===== src/rtl/porta_condicionador.sv =====
// -----------------------------------------------------------------------------
// porta_condicionador
//
// Input-conditioning stage for the rolling-door controller. Each of the five
// raw door switches (close/open commands, bottom/middle/top position sensors)
// is optionally double-flopped into the clk_2 domain and then debounced. The
// debounced position code is checked for one-hot validity, and a sticky
// position fault is raised when it stays invalid for too long. One-cycle
// open/close pulses are derived from the debounced command levels.
//
// Build option:
//   PORTA_COND_SYNC_EN  defined     -> 2-flop synchronizer in front of each
//                                      debouncer (latency DEB_CYCLES+2 edges)
//                       not defined -> raw inputs feed the debouncers directly
//                                      (latency DEB_CYCLES edges)
//
// Parameters:
//   DEB_CYCLES    consecutive differing cycles before a debounced output flips
//   FAULT_CYCLES  consecutive invalid-position cycles before pos_fault sets
//
// Ports:
//   clk_2         in   clock, all state on rising edge
//   reset_n       in   asynchronous active-low reset
//   fechar_raw    in   raw close command
//   abrir_raw     in   raw open command
//   em_baixo_raw  in   raw bottom sensor
//   no_meio_raw   in   raw middle sensor
//   em_cima_raw   in   raw top sensor
//   fault_clr     in   clear request for pos_fault (honoured only when valid)
//   fechar, abrir out  debounced commands
//   em_baixo, no_meio, em_cima out  debounced positions
//   abrir_pulse, fechar_pulse  out  one-cycle pulses on debounced rise
//   pos_valid     out  debounced position is exactly one-hot
//   pos_fault     out  sticky position fault
// -----------------------------------------------------------------------------
module porta_condicionador #(
  parameter int DEB_CYCLES   = 3,
  parameter int FAULT_CYCLES = 4
) (
  input  logic clk_2,
  input  logic reset_n,
  input  logic fechar_raw,
  input  logic abrir_raw,
  input  logic em_baixo_raw,
  input  logic no_meio_raw,
  input  logic em_cima_raw,
  input  logic fault_clr,
  output logic fechar,
  output logic abrir,
  output logic em_baixo,
  output logic no_meio,
  output logic em_cima,
  output logic abrir_pulse,
  output logic fechar_pulse,
  output logic pos_valid,
  output logic pos_fault
);

  localparam int CW = (DEB_CYCLES   > 0) ? $clog2(DEB_CYCLES + 1)   : 1;
  localparam int FW = (FAULT_CYCLES > 0) ? $clog2(FAULT_CYCLES + 1) : 1;
  localparam logic [CW-1:0] DEB_LAST  = CW'(DEB_CYCLES - 1);
  localparam logic [FW-1:0] FAULT_MAX = FW'(FAULT_CYCLES);
  localparam logic [FW-1:0] FAULT_PRE = FW'(FAULT_CYCLES - 1);

  // Channel order: 0 fechar, 1 abrir, 2 em_baixo, 3 no_meio, 4 em_cima
  logic [4:0] raw_vec;
  logic [4:0] deb_in;
  logic [4:0] deb_q;

  assign raw_vec = {em_cima_raw, no_meio_raw, em_baixo_raw, abrir_raw, fechar_raw};

`ifdef PORTA_COND_SYNC_EN
  logic [4:0] sync1_q;
  logic [4:0] sync2_q;

  always_ff @(posedge clk_2 or negedge reset_n) begin
    if (!reset_n) begin
      sync1_q <= '0;
      sync2_q <= '0;
    end else begin
      sync1_q <= raw_vec;
      sync2_q <= sync1_q;
    end
  end

  assign deb_in = sync2_q;
`else
  assign deb_in = raw_vec;
`endif

  // Debouncers: the counter tracks how many consecutive edges the input has
  // disagreed with the output; the flip happens on the DEB_CYCLES-th one.
  for (genvar ch = 0; ch < 5; ch++) begin : g_deb
    logic [CW-1:0] cnt_q;

    always_ff @(posedge clk_2 or negedge reset_n) begin
      if (!reset_n) begin
        cnt_q     <= '0;
        deb_q[ch] <= 1'b0;
      end else if (deb_in[ch] != deb_q[ch]) begin
        if (cnt_q == DEB_LAST) begin
          cnt_q     <= '0;
          deb_q[ch] <= deb_in[ch];
        end else begin
          cnt_q <= cnt_q + 1'b1;
        end
      end else begin
        cnt_q <= '0;
      end
    end
  end

  assign fechar   = deb_q[0];
  assign abrir    = deb_q[1];
  assign em_baixo = deb_q[2];
  assign no_meio  = deb_q[3];
  assign em_cima  = deb_q[4];

  // Exactly one of the three position bits set
  assign pos_valid = ( em_baixo & ~no_meio & ~em_cima) |
                     (~em_baixo &  no_meio & ~em_cima) |
                     (~em_baixo & ~no_meio &  em_cima);

  // Fault counter saturates so it can never wrap back below the threshold
  logic [FW-1:0] fault_cnt_q;

  always_ff @(posedge clk_2 or negedge reset_n) begin
    if (!reset_n) begin
      fault_cnt_q <= '0;
      pos_fault   <= 1'b0;
    end else begin
      if (pos_valid) begin
        fault_cnt_q <= '0;
      end else if (fault_cnt_q != FAULT_MAX) begin
        fault_cnt_q <= fault_cnt_q + 1'b1;
      end

      // Set wins over clear; clear is only honoured on a valid position
      if (!pos_valid && (fault_cnt_q == FAULT_PRE)) begin
        pos_fault <= 1'b1;
      end else if (fault_clr && pos_valid) begin
        pos_fault <= 1'b0;
      end
    end
  end

  // Pulse history
  logic abrir_prev_q;
  logic fechar_prev_q;

  always_ff @(posedge clk_2 or negedge reset_n) begin
    if (!reset_n) begin
      abrir_prev_q  <= 1'b0;
      fechar_prev_q <= 1'b0;
    end else begin
      abrir_prev_q  <= abrir;
      fechar_prev_q <= fechar;
    end
  end

  // A rise while the opposite command is active yields no pulse
  assign abrir_pulse  = abrir  & ~abrir_prev_q  & ~fechar;
  assign fechar_pulse = fechar & ~fechar_prev_q & ~abrir;

endmodule


===== config.mk =====
export PLATFORM = sky130hd
export DESIGN_NAME = porta_condicionador
export DESIGN_NICKNAME = d
export VERILOG_FILES = /design/src/rtl/porta_condicionador.sv
export SDC_FILE = /design/constraint.sdc
export NUM_CORES = 1
export LEC_CHECK = 0
export CORE_MARGIN = 5
export CORE_UTILIZATION = 50
export CTS_CLUSTER_SIZE = 10
export DETAILED_ROUTE_END_ITERATION = 16
export PLACE_DENSITY_LB_ADDON = 0.1
export SYNTH_ARGS = -nofsm -noshare
export SYNTH_HDL_FRONTEND = slang
export SYNTH_SLANG_ARGS = --single-unit
export TNS_END_PERCENT = 5

===== constraint.sdc =====
create_clock -name clk_2 -period 2 [get_ports clk_2]
set_input_delay 0.2 -clock clk_2 [delete_from_list [all_inputs] [get_ports clk_2]]
set_output_delay 0.2 -clock clk_2 [all_outputs]
set_load 0.01 [all_outputs]

==> impl_results.md <==
* Crit path arrival time at 1.72 ns
* FF-to-FF End: fault_cnt_q[2]$_DFFE_PN0P_
* Vias in the first global route at between 500 and 600
* Mapped Cells at 67
* # hold bufs at CTS at 0
* Mapped Area at 873 sq um
* Final Non-Filler Cells at 105
* Placed insts at between 100 and 150
* Syn_nets at 78
* Final period util at 95.9%
* Crit-path cells: o21ai_0, o21a_4, clkdlybuf4s50_1
* Relative slew margins at 82.9%
* FFs w/ async S/R, synth at 100%
* Worst Hold Class: in2async
* IO Port Bufs at 16
* Max Root-Sink Buffers at 2
* Footprint of the multi-input gates at 337 sq um
* Worst reg2reg startpoint: fault_cnt_q[0]$_DFFE_PN0P_
* Die H at ~52 microns
* Post-cts resize count at 0
* GP Congestion at approximately 0.76
* Initial antenna violation count at 0
* Crit path time final at 1.92 ns
* Status: completed
* Root buf cell: clkbuf_4
* Maximum VDD drop at 777 uV
* Register-to-Register Path Depth at 3
* DRT Wirelength at approximately 1.3 mm
* Power per cell area at 1550 nW/um^2
* Core Util, Final at 64.5%
* First-pass GRT wire length at 2.32 mm
* Most used DFF post-synth: dfrtp_1
* Clk slew on worst S/H paths at 0.12 ns
* Register area at about 530 sq um
* RSZ-0062 raised after global routing: no
* Largest net degree at the start of global routing at 22
* Fin Setup TNS at 0 ns
* Fillers at 138
* H-tree Lvls at 1
* Worst reg2reg setup slack at 0.91 ns
* Critical Path Start: em_baixo$_DFFE_PN0P_
* WS Path Type: reg2out
* Core footprint at 1690 sq um
* ANT nets after route at 0
* Gr usage total at 12.1%
* Antenna diodes at 0
* Total CTS buffers at 3
* Chip width at around 52 microns
* Std cell rows at 15
* Iteration-0 DRC Markers at 1
* Layout Nets at 100
* Clock Latency Late Sink at 0.31 ns
* Yosys Warn Count at 0
* Leakage at 0.463 nW
* Most instantiated cells after synthesis: dfrtp_1 (21), nor3b_1 (7), xnor2_1 (6), mux2_2 (5), nor3_1 (5)
* Area leader, netlist: dfrtp_1
* Initial Utilization at about half
* Critical Path Sink Type: primary output
* Clock Sinks at 21
* Wirelength per Cell at approximately 12 microns
* Drt drc at 0
* Worst Max-Slew Pin Slew at 0.256 ns
* Final-report hold violation count at 0
* Post-synthesis sequential area ratio at 60.2%
* Layout cells sized above 1 at 15.9%
* Post-synth EDFFs at 0
* Avg Cell Area, Syn at 13.0 sq um
* TritonCTS clock tree: built
* Vias at 542
* Layout area overhead at 24.8%
* Slowest-stage cell, CP: clkdlybuf4s50_1
* Drt via density at between 5 and 6
* Num ports at 17
* Unique masters post-synth at 16
* Synth Register Bits at 21
* Final setup violation count at 0
* Die footprint at 2680 sq um
* Delay of the slowest critical-path stage at 0.54 ns
* Final global-route overflow total at 0
* Critical Path RT at 1.80 ns
* Drt pass-1 iters at 2
* Most frequent cell after synthesis: dfrtp_1
* Yosys top cell area share at 60.2%
* Post-CTS setup buffer count at 0
* Synth area leaders: dfrtp_1 (60%), mux2_2 (6.4%), nor3b_1 (6.0%)
* Crit path to: pos_valid
* Pins Over Slew Limit at 0
* Clock Skew at around 0.014 ns
* CP Max Fanout at 5
* Critical Path Source Type: flop
* Peak Freq at 0.522 GHz
* Maxcap violations at 0
==> metal layers <==
| layer | track usage, % | up-vias | share of wire, % |
|---|---|---|---|
| li1 | - | 271 | - |
| met1 | 14.3 | 256 | 46 |
| met2 | 18.6 | 10 | 47 |
| met3 | 4.01 | 5 | 4.2 |
| met4 | 7.86 | 0 | 3.4 |
| met5 | 0 | - | 0 |
==> layout by cell type, fill, tap and decap left out <==
cell type	n
o21a_4	1
nand2b_1	2
nand3_1	1
o21ai_0	1
ha_1	3
a21oi_2	3
clkbuf_4	3
buf_4	1
inv_1	3
xnor2_1	6
mux2_2	5
nor2_1	2
clkinv_2	1
nor3b_1	7
nor2b_1	4
clkdlybuf4s50_1	16
xor2_1	1
nand2_1	2
dfrtp_1	21
nor3_1	5
==> where the power goes <==
group,internal (mW),switching (mW)
clock,0.0747,0.128
combinational,0.428,0.284
sequential,0.614,0.159
==> cell families (layout without fill, tap and decap cells) <==
family / count (synthesis) / in the layout / synth area share, %
fa+ha+maj: 3 / 3 / 4.30
simple gates: 23 / 23 / 15.5
xor+xnor: 7 / 7 / 7.02
flops: 21 / 21 / 60.2
buf+inv: 3 / 24 / 1.29
compound gates: 5 / 5 / 5.30
mux: 5 / 5 / 6.45
==> area by class of cell <==
type / count / area share [%]
repair buffers: 17 / 15.4
flip-flops and latches: 21 / 48.2
inverters: 3 / 1.03
clock inverters: 1 / 0.459
multi-input cells: 43 / 30.9
well taps: 17 / 1.95
clock buffers: 3 / 2.07
==> worst max-delay path, delay by kind of cell (launching register included) <==
kind	cells	cell delay (ns)
flip-flops	1	0.45
buffers and inverters	1	0.54
AO/OA/AOI/OAI	2	0.42
==> sequential cells by signal, indices dropped and copies added (netlist names) <==
name           count
g_deb.cnt_q       10
pos_fault          1
fechar_prev_q      1
fault_cnt_q        3
no_meio            1
em_baixo           1
em_cima            1
fechar             1
abrir_prev_q       1
abrir              1
==> how the worst min path moves through the flow <==
| stage | cells after the start | slack (ns) | endpoint | startpoint |
|---|---|---|---|---|
| global route | 2 | 0.22 | g_deb[4].cnt_q[1]$_DFF_PN0_ | reset_n |
| detailed placement | 1 | 0.43 | g_deb[1].cnt_q[0]$_DFF_PN0_ | g_deb[1].cnt_q[0]$_DFF_PN0_ |
| global placement | 1 | 0.43 | g_deb[1].cnt_q[0]$_DFF_PN0_ | g_deb[1].cnt_q[0]$_DFF_PN0_ |
| finish | 2 | 0.21 | g_deb[4].cnt_q[1]$_DFF_PN0_ | reset_n |
| CTS | 2 | 0.22 | g_deb[4].cnt_q[1]$_DFF_PN0_ | reset_n |
| floorplan | 0 | -0.1 | abrir$_DFFE_PN0P_ | reset_n |
==> metrics by stage <==
stage	cell area (sq um)	hold slack (ns)	power (mW)	setup slack [ns]
global route	1090	0.217	1.84	0.000292
CTS	1090	0.219	1.72	0.0549
detailed placement	1060	0.432	1.52	0.423
global placement	1060	0.428	1.49	0.445
finish	1090	0.211	1.69	0.0827
floorplan	873	-0.0956	1.21	0.950
No activity file was read; power rests on OpenSTA's default activity.
